--- src/rtl/rv_muldiv_iter.sv ---
// Iterative RV32M multiply/divide unit: shift-add multiply, restoring divide,
// UNROLL bits per cycle, stalls execute while it iterates.
module rv_muldiv_iter #(
   parameter int XLEN   = 32,
   parameter int UNROLL = 1
) (
   input  logic            clk_i,
   input  logic            rst_n_i,
   input  logic            x_stall_i,
   input  logic            x_kill_i,
   input  logic            d_valid_i,
   input  logic            d_is_muldiv_i,
   input  logic [2:0]      d_fun_i,
   input  logic [XLEN-1:0] rs1_i,
   input  logic [XLEN-1:0] rs2_i,
   output logic            x_stall_req_o,
   output logic [XLEN-1:0] result_o,
   output logic            result_valid_o,
   output logic            busy_o
);

   localparam int ITERS = XLEN / UNROLL;
   localparam int CNT_W = $clog2(ITERS + 1);
   localparam logic [CNT_W-1:0] CNT_LOAD = CNT_W'(ITERS);
   localparam logic [CNT_W-1:0] CNT_LAST = CNT_W'(1);
   localparam logic [XLEN-1:0]  XMIN     = {1'b1, {(XLEN-1){1'b0}}};

   typedef enum logic [1:0] {S_IDLE, S_CALC, S_DONE} state_e;

   state_e            state_q, state_d;
   logic [2:0]        fun_q;
   logic              a_neg_q, b_neg_q;
   logic [XLEN-1:0]   b_q;
   logic [XLEN:0]     acc_q;
   logic [XLEN-1:0]   lo_q;
   logic [CNT_W-1:0]  cnt_q;
   logic [XLEN-1:0]   result_q;

   logic              start;
   logic              sgn1, sgn2, a_sign, b_sign;
   logic [XLEN-1:0]   abs_a, abs_b;
   logic              div_zero, div_ovf, special;
   logic [XLEN-1:0]   special_res;

   // ---------------- decode of the incoming op ----------------
   assign start = d_valid_i & d_is_muldiv_i & ~x_kill_i & (state_q == S_IDLE);

   always_comb begin
      sgn1        = 1'b0;
      sgn2        = 1'b0;
      special_res = '0;
      case (d_fun_i)
         3'd0, 3'd1, 3'd4, 3'd6: begin sgn1 = 1'b1; sgn2 = 1'b1; end
         3'd2:                   sgn1 = 1'b1;
         default: ;
      endcase
      a_sign   = sgn1 & rs1_i[XLEN-1];
      b_sign   = sgn2 & rs2_i[XLEN-1];
      abs_a    = a_sign ? -rs1_i : rs1_i;
      abs_b    = b_sign ? -rs2_i : rs2_i;
      div_zero = d_fun_i[2] & (rs2_i == '0);
      div_ovf  = d_fun_i[2] & ~d_fun_i[0] & (rs1_i == XMIN) & (rs2_i == '1);
      special  = div_zero | div_ovf;
      // fun[1] separates REM/REMU from DIV/DIVU
      if (div_zero)
         special_res = d_fun_i[1] ? rs1_i : '1;
      else if (div_ovf)
         special_res = d_fun_i[1] ? '0 : XMIN;
   end

   // ---------------- UNROLL iterations of the datapath ----------------
   logic [XLEN:0]     acc_t, sum_t, diff_t;
   logic [XLEN-1:0]   lo_t;

   always_comb begin
      acc_t  = acc_q;
      lo_t   = lo_q;
      sum_t  = '0;
      diff_t = '0;
      for (int i = 0; i < UNROLL; i++) begin
         if (!fun_q[2]) begin
            // multiplier sits in lo and shifts out LSB-first while product bits shift in
            sum_t = {1'b0, acc_t[XLEN-1:0]} + (lo_t[0] ? {1'b0, b_q} : {(XLEN+1){1'b0}});
            lo_t  = {sum_t[0], lo_t[XLEN-1:1]};
            acc_t = {1'b0, sum_t[XLEN:1]};
         end else begin
            acc_t  = {acc_t[XLEN-1:0], lo_t[XLEN-1]};
            lo_t   = {lo_t[XLEN-2:0], 1'b0};
            diff_t = acc_t - {1'b0, b_q};
            if (!diff_t[XLEN]) begin
               acc_t   = diff_t;
               lo_t[0] = 1'b1;
            end
         end
      end
   end

   // ---------------- sign fixup and result selection ----------------
   logic [2*XLEN-1:0] prod, prod_s;
   logic [XLEN-1:0]   quo_s, rem_s, res_t;

   always_comb begin
      prod   = {acc_t[XLEN-1:0], lo_t};
      prod_s = (a_neg_q ^ b_neg_q) ? -prod : prod;
      quo_s  = (a_neg_q ^ b_neg_q) ? -lo_t : lo_t;
      rem_s  = a_neg_q ? -acc_t[XLEN-1:0] : acc_t[XLEN-1:0];
      case (fun_q)
         3'd0:             res_t = prod_s[XLEN-1:0];
         3'd1, 3'd2, 3'd3: res_t = prod_s[2*XLEN-1:XLEN];
         3'd4, 3'd5:       res_t = quo_s;
         default:          res_t = rem_s;
      endcase
   end

   // ---------------- FSM ----------------
   always_comb begin
      state_d       = state_q;
      x_stall_req_o = start;
      case (state_q)
         S_IDLE: if (start) state_d = special ? S_DONE : S_CALC;
         S_CALC: begin
            x_stall_req_o = ~x_kill_i;
            if (x_kill_i)              state_d = S_IDLE;
            else if (cnt_q == CNT_LAST) state_d = S_DONE;
         end
         S_DONE: if (x_kill_i || !x_stall_i) state_d = S_IDLE;
         default: state_d = S_IDLE;
      endcase
   end

   always_ff @(posedge clk_i) begin
      if (!rst_n_i) begin
         state_q  <= S_IDLE;
         fun_q    <= '0;
         a_neg_q  <= 1'b0;
         b_neg_q  <= 1'b0;
         b_q      <= '0;
         acc_q    <= '0;
         lo_q     <= '0;
         cnt_q    <= '0;
         result_q <= '0;
      end else begin
         state_q <= state_d;
         case (state_q)
            S_IDLE: if (start) begin
               fun_q   <= d_fun_i;
               a_neg_q <= a_sign;
               b_neg_q <= b_sign;
               b_q     <= abs_b;
               acc_q   <= '0;
               lo_q    <= abs_a;
               cnt_q   <= CNT_LOAD;
               if (special) result_q <= special_res;
            end
            S_CALC: if (!x_kill_i) begin
               acc_q <= acc_t;
               lo_q  <= lo_t;
               cnt_q <= cnt_q - CNT_LAST;
               if (cnt_q == CNT_LAST) result_q <= res_t;
            end
            default: ;
         endcase
      end
   end

   assign result_o       = result_q;
   assign result_valid_o = (state_q == S_DONE);
   assign busy_o         = (state_q != S_IDLE);

endmodule

--- config.mk ---
export PLATFORM = sky130hd
export DESIGN_NAME = rv_muldiv_iter
export DESIGN_NICKNAME = d
export VERILOG_FILES = /design/src/rtl/rv_muldiv_iter.sv
export SDC_FILE = /design/constraint.sdc
export NUM_CORES = 1
export LEC_CHECK = 0
export ABC_AREA = 1
export CAP_MARGIN = 20
export CORE_ASPECT_RATIO = 1.5
export CORE_MARGIN = 4
export CORE_UTILIZATION = 36
export CTS_CLUSTER_SIZE = 40
export DETAILED_ROUTE_END_ITERATION = 8
export HOLD_SLACK_MARGIN = 0.12
export PLACE_DENSITY = 0.6
export SLEW_MARGIN = 5
export SYNTH_ARGS = -nofsm -noshare
export SYNTH_HDL_FRONTEND = slang
export SYNTH_SLANG_ARGS = --single-unit
--- constraint.sdc ---
create_clock -name clk_i -period 12.8 [get_ports clk_i]
set_clock_uncertainty 0.2 [all_clocks]
set_input_delay 2.56 -clock clk_i [delete_from_list [all_inputs] [get_ports clk_i]]
set_output_delay 2.56 -clock clk_i [all_outputs]
set_load 0.02 [all_outputs]
Word-level counts from Yosys, hierarchy flattened
Cells that the tools add are included.
{"block": "totals", "out_inout_bits": 35, "wordCells": 104, "ff_bits": 141}
{"block": "op_classes", "reduce_logical": 16, "eq_ne": 20, "n_bitwise": 13, "muxes": 38, "addsub": 8}
{"operator": "$mux 32", "n": 20}
{"operator": "$pmux 32 s2", "n": 3}
{"operator": "$neg 32->32", "n": 4}
{"operator": "$pmux 32 s3", "n": 1}
{"operator": "$eq 32x32->1 const B", "n": 2}
{"operator": "$mux 64", "n": 1}
{"operator": "$neg 64->64", "n": 1}
{"operator": "$add 32x32->33", "n": 1}
{"operator": "$sub 33x32->33", "n": 1}
{"operator": "$logic_not 32->1", "n": 1}
{"operator": "$eq 3x3->1 const B", "n": 4}
{"operator": "$mux 6", "n": 2}
{"operator": "$pmux 6 s2", "n": 1}
{"operator": "$mux 2", "n": 5}
{"operator": "$and 1x1->1", "n": 9}
{"operator": "$eq 3x2->1 const B", "n": 3}
{"operator": "$ne 2x2->1 const B", "n": 4}
{"operator": "$eq 3x1->1 const B", "n": 2}
{"operator": "$eq 6x1->1 const B", "n": 1}
{"operator": "$logic_not 3->1", "n": 2}
{"operator": "$pmux 2 s3", "n": 1}
{"operator": "$reduce_and 3->1", "n": 2}
{"operator": "$sub 6x1->6 const B", "n": 1}
{"operator": "$reduce_and 5->1", "n": 1}
{"operator": "other kinds (17)", "n": 22}

Logic depth before layout (Yosys ltp)
Gate-level depths: netlist (run 1).
{"block": "depth", "word_depth": 9, "mapped_depth": 37, "mapped_depth_nobuf": 37}

Worst setup path before layout (run 1)
No wires, ideal clock.
{"block": "synth_timing", "path_type": "input-to-output", "from": "input x_kill_i", "to": "output x_stall_req_o", "stages": 6, "t_arrival_ns": 3.681, "path_slack_ns": 6.359, "required_ns": 10.040, "cell_sequence": "inv_1 > nand3_1 > nor2_1 > nor2_1 > inv_1 > clkbuf_1"}
{"block": "synth_via", "elab_chain_cells": 4}
{"element": "start, declared", "line": "10", "rtl": "input logic x_kill_i,"}
{"element": "$not 1->1 *", "line": "46, 122"}
{"element": "$and 1x1->1 (2 in series)", "line": "46", "rtl": "assign start = d_valid_i & d_is_muldiv_i & ~x_kill_i & (state_q == S_IDLE);"}
{"element": "$mux 1 *", "line": "119", "rtl": "case (state_q)"}
{"element": "end, declared", "line": "16", "rtl": "output logic x_stall_req_o,"}
Mark *: on every way between the ends. The rest lies on a longest branch, timed or not.

Final worst setup path (run 1)
Ends and elaborated chain as after synthesis.

==> results of run 1 <==
## synth_stat cells (19+ instances only)
library cell | instances | share of area, %
a21oi_1 | 268 | 7.8
a221oi_1 | 23 | 1.2
clkbuf_1 | 74 | 1.6
dfxtp_1 | 141 | 16
ha_1 | 71 | 5.2
inv_1 | 415 | 9.1
nand2_1 | 913 | 20
nand2_2 | 38 | 1.4
nand3_1 | 261 | 7.6
nand4_1 | 32 | 1.2
nor2_1 | 316 | 6.9
nor2_2 | 20 | 0.73
nor3_1 | 40 | 1.2
o21ai_0 | 189 | 5.5
xnor2_1 | 19 | 0.97
xor2_1 | 71 | 3.6
## routing by layer
metal  part of all wire [%]  global-route usage (%)
met4                    9.4                   20.84
met5                  0.019                       0
met2                     50                   48.09
met3                    3.3                   2.479
met1                     37                   28.63
## how the worst max path moves through the flow
stage,depth (start not counted),endpoint,slack (ps)
after global routing,9,x_stall_req_o,4320
after CTS,8,x_stall_req_o,4210
after detailed placement,8,x_stall_req_o,4240
after global placement,8,x_stall_req_o,4270
after floorplan,6,x_stall_req_o,6360
final,9,x_stall_req_o,4480
## stage by stage
stage	area, sq um	cells	util (%)	worst slack, ps
2_1_floorplan	17140	3104	-	6359
3_3_place_gp	18610	3714	39.71	4267
3_5_place_dp	18610	3714	39.71	4236
4_1_cts	19210	3746	41.00	4215
5_1_grt	19230	3747	41.05	4318
6_report	19230	3747	41.05	4478
## flip-flops by register name, indices dropped and copies added (netlist names)
signal,cells
a_neg_q,1
acc_q,32
b_neg_q,1
b_q,32
cnt_q,6
fun_q,3
lo_q,32
result_o,32
state_q,2
## where the power goes
part           internal, mW  switching (mW)  total, mW
clock network         0.293           0.238      0.531
logic                 0.465            1.07       1.54
registers             0.504          0.0559      0.560
## final cells by class
class	instances	area (sq um)
fillers	5371	27620
multi-input cells	2424	12220
flip-flops and latches	141	2826
inverters	430	1615
repair buffers	126	1221
well taps	594	743.2
clock buffers	19	464.2
clock inverters	13	140.1
## cells in the final DEF (no fill, tap or decap), types with 12 or more instances in the layout
| master | instances |
|---|---|
| a221oi_1 | 23 |
| nand3b_1 | 14 |
| nor2_2 | 23 |
| dfxtp_1 | 140 |
| nand2_1 | 913 |
| o21ai_0 | 189 |
| o21ai_1 | 15 |
| xor2_1 | 71 |
| nand4_1 | 32 |
| ha_1 | 71 |
| or2_2 | 15 |
| nor3_1 | 40 |
| clkbuf_16 | 18 |
| xnor2_1 | 19 |
| buf_4 | 18 |
| nand3_1 | 261 |
| nand2_2 | 38 |
| nor2_1 | 309 |
| inv_1 | 415 |
| inv_2 | 12 |
| a21oi_1 | 268 |
| clkdlybuf4s50_1 | 106 |
## logic make-up (layout without fill, tap and decap cells)
logic type / Yosys count / after routing / share of synthesized area [%]
xor+xnor: 90 / 90 / 4.600
flops: 141 / 141 / 16.47
buf+inv: 539 / 588 / 12.44
simple gates: 1694 / 1694 / 42.67
fa+ha+maj: 73 / 73 / 5.418
compound gates: 567 / 567 / 18.40
## critical path, cell delays in order
cell and delay, ps:
clkdlybuf4s50_1 500, inv_1 60, nand3_1 130, nor2_4 80, buf_12 180, nor2_4 110
buf_4 690, inv_1 530, clkdlybuf4s50_1 680
==> impl_metrics.env, run 1 <==
export IMPL_crit_start="x_kill_i"
export IMPL_worstPathArrival_ps=5560
export IMPL_hold_path_class="register to register"
export IMPL_grt_max_degree=90
export IMPL_synth_ff_type="dfxtp_1"
export IMPL_clk_latency_ps=450
export IMPL_synth_nets=3250
export IMPL_hold_path_end="lo_q[12]"
export IMPL_synthesis_area_sq_mm=0.01714
export IMPL_finalHoldViolCount=0
export IMPL_holdBufCountCts=0
export IMPL_leakage_nw=9.722
export IMPL_cts_clk_slew_worst_paths_ps=70
export IMPL_portBuffers=107
export IMPL_slew_violations=0
export IMPL_outcome="finished clean"
export IMPL_syn_to_final_growth_pct=12.22
export IMPL_numCtsBuffers=17
export IMPL_final_nets=3286
export IMPL_setup_violations_final=0
export IMPL_drive_above_1_share_pct=6.185
export IMPL_rsz0062_at_grt="no"
export IMPL_cts_resized=0
export IMPL_r2r_cells=35
export IMPL_synth_seq_cells=141
export IMPL_hp_start="lo_q[12]"
export IMPL_rr_startpoint="lo_q[31]"
export IMPL_fp_dieH_um=275.2
export IMPL_core_sq_mm=0.04685
export IMPL_crit_type="primary input to output port"
export IMPL_power_total_mw=2.627
export IMPL_antenna_found_initial=1
export IMPL_end_kind="output port"
export IMPL_grt_pass1_vias=19410
export IMPL_dr_total_vias=19881
export IMPL_fin_hold_ws_ps=291.5
export IMPL_ant_nets=0
export IMPL_cts_max_path_buffers=2
export IMPL_period_minus_slack_ps=8322
export IMPL_worstSetupStartpointType="primary input"
export IMPL_gr_total_overflow=0
export IMPL_r2r_end="result_o[12]"
export IMPL_floorplan_die_width_um=186.1
export IMPL_n_antenna_cell=0
export IMPL_crit_path_max_fanout=89
export IMPL_async_flop_share_pct=0
export IMPL_timing_slew_headroom_pct=29.44
export IMPL_grt_pass1_wl_um=106500
export IMPL_drt_iter0_drc=1315
export IMPL_post_cts_buffers=0
export IMPL_clock_fmax_mhz=120.2
export IMPL_setup_tns_final_ps=0
export IMPL_cts_root_buf="clkbuf_16"
export IMPL_cts_tree="done"
export IMPL_grt_total_usage_pct=26.89
export IMPL_yosys_warnings=0
export IMPL_holdPathStages=2
export IMPL_min_period_over_period_pct=65.02
export IMPL_avgSynthCellArea_sq_um=5.521
export IMPL_syn_inst=3104
export IMPL_drv_cap=0
export IMPL_synth_edff_count=0
export IMPL_fp_row_count=97
export IMPL_place_congestion=1.016
export IMPL_io_pin_count=108
export IMPL_routedWlPerCell_um=18.70
export IMPL_first_pass_iters=5
export IMPL_drc=0
export IMPL_vdd_drop_max_mv=0.07668
export IMPL_worstMarginPinSlew_ps=1058
export IMPL_htree_levels=4
export IMPL_vias_per_cell=5.306
export IMPL_cp_required_ps=10040
export IMPL_ys_seq_area_share_pct=16.47
export IMPL_hpwl_um=56910
export IMPL_clock_sinks=141
export IMPL_dieArea_sq_mm=0.05123
export IMPL_start_util_pct=36.58
export IMPL_regToRegSetupSlack_ps=6380
export IMPL_wirelength_um=70090
export IMPL_powerDensity_mw_per_mm2=136.6
export IMPL_synth_distinct_cells=57
No activity file was read; power rests on OpenSTA's default activity.
==> run 2, diff against run 1 <==
==> constraint.sdc (replaced) <==
create_clock -name clk_i -period 8.05 [get_ports clk_i]
set_clock_uncertainty 0.2 [all_clocks]
set_input_delay 1.61 -clock clk_i [delete_from_list [all_inputs] [get_ports clk_i]]
set_output_delay 1.61 -clock clk_i [all_outputs]
set_load 0.02 [all_outputs]
==> run 2 against run 1 <==
- sequential share of layout area about the same
- global-route usage increased by 1.0 points
- via count up 1.9%
- clock-buffer cell count stayed put
- setup slack got worse by 2300 ps
- flip-flop and latch count unchanged
- critical endpoint unchanged
==> impl_metrics.env, run 2 (same netlist as run 1, synthesis figures left out) <==
export IMPL_wirelength_um=73190
export IMPL_holdBufCountCts=0
export IMPL_portBuffers=107
export IMPL_grt_pass1_wl_um=110300
export IMPL_cts_tree="done"
export IMPL_crit_path_cell_trace="clkdlybuf4s50_1, inv_1, nand3_1, nor2_4, buf_4, nor2_4, inv_1, clkdlybuf4s50_1"
export IMPL_dp_slack_ps=1624
export IMPL_finalHoldViolCount=0
export IMPL_cts_clk_slew_worst_paths_ps=70
export IMPL_setup_violations_final=0
export IMPL_start_util_pct=36.58
export IMPL_setup_ws_ps=2142
export IMPL_cpPeakStageDelay_ps=740
export IMPL_end_kind="output port"
export IMPL_core_sq_mm=0.04685
export IMPL_outcome="finished clean"
export IMPL_clock_fmax_mhz=169.3
export IMPL_crit_path_max_fanout=54
export IMPL_worstMarginPinSlew_ps=1149
export IMPL_rsz0062_at_grt="no"
export IMPL_grt_pass1_vias=19506
export IMPL_worst_path_max_delay_cell="clkdlybuf4s50_1"
export IMPL_drv_cap=0
export IMPL_drc=0
export IMPL_post_cts_buffers=0
export IMPL_numCtsBuffers=17
export IMPL_min_period_over_period_pct=73.39
export IMPL_fp_dieH_um=275.2
export IMPL_worstSetupStartpointType="primary input"
export IMPL_cts_max_path_buffers=2
export IMPL_gr_total_overflow=0
export IMPL_hpwl_um=58000
export IMPL_cts_resized=0
export IMPL_grt_util_met2_pct=50.19
export IMPL_drt_iter0_drc=1722
export IMPL_period_minus_slack_ps=5908
export IMPL_leakage_nw=9.709
export IMPL_setup_tns_final_ps=0
export IMPL_clock_sinks=141
export IMPL_ant_nets=0
export IMPL_vias_per_cell=5.409
export IMPL_htree_levels=4
export IMPL_floorplan_die_width_um=186.1
export IMPL_place_congestion=0.9939
export IMPL_grt_use_met3_pct=2.690
export IMPL_grtUsageMet1_pct=30.01
export IMPL_first_pass_iters=6
export IMPL_fin_hold_ws_ps=289.9
export IMPL_powerDensity_mw_per_mm2=220.1
export IMPL_layout_commonest_cell="nand2_1"
export IMPL_vdd_drop_max_mv=0.1312
export IMPL_syn_to_final_growth_pct=12.19
export IMPL_crit_type="primary input to output port"
export IMPL_clk_latency_ps=470
export IMPL_grt_max_degree=89
export IMPL_n_antenna_cell=0
export IMPL_slew_violations=0
export IMPL_layout_common_cells="nand2_1, inv_1, nor2_1"
export IMPL_dieArea_sq_mm=0.05123
export IMPL_routedWlPerCell_um=19.54
export IMPL_cp_required_ps=6240
export IMPL_timing_slew_headroom_pct=23.40
export IMPL_worstPathArrival_ps=4100
export IMPL_dr_total_vias=20258
export IMPL_hold_path_class="register to register"
export IMPL_grt_busiest_layer="met2"
export IMPL_drive_above_1_share_pct=6.125
export IMPL_final_nets=3284
export IMPL_grt_total_usage_pct=27.92
export IMPL_cts_root_buf="clkbuf_16"
export IMPL_fp_row_count=97
export IMPL_io_pin_count=108
export IMPL_antenna_found_initial=0
==> run 2: worst paths after layout <==
kind / from / end / slack [ps] / depth (start not counted)
setup / recovery: x_kill_i / x_stall_req_o / 2140 / 8
hold / removal: lo_q[12] / lo_q[12] / 290 / 2
setup reg to reg: lo_q[31] / result_o[18] / 2400 / 34
hold reg to reg: lo_q[12] / lo_q[12] / 290 / 2
==> run 2: per-stage QoR <==
stage | total power [mW] | utilization [%] | instance area [sq um] | instances
3_3_place_gp | 3.347 | 39.70 | 18600 | 3712
3_5_place_dp | 3.339 | 39.70 | 18600 | 3712
2_1_floorplan | 2.599 | - | 17140 | 3104
4_1_cts | 4.197 | 40.98 | 19200 | 3744
5_1_grt | 4.512 | 41.04 | 19220 | 3745
6_report | 4.231 | 41.04 | 19220 | 3745
==> run 2: where the power goes <==
| part | leakage (nW) | switching, mW | internal, mW |
|---|---|---|---|
| Sequential | 1.15 | 0.0788 | 0.801 |
| Clock | 0.291 | 0.380 | 0.472 |
| Combinational | 8.27 | 1.76 | 0.742 |
==> run 2: area by class of cell <==
type,count,area (sq um)
clock buffers,19,442.9
fillers,5260,27620
well taps,594,743.2
clock inverters,13,153.9
flip-flops and latches,141,2826
multi-input cells,2424,12230
inverters,430,1615
repair buffers,124,1214
==> run 2: worst max-delay path: cells and delay by family <==
kind,cells,cell delay (ps)
buffers and inverters,5,2180
and+or+nand+nor,3,300
==> run 2: per-layer routing <==
layer  part of all wire, %  vias to the layer above
li1                      -                    10096
met2                    50                      709
met5                     0                        -
met3                   4.3                      252
met1                    37                     9201
met4                   8.7                        0
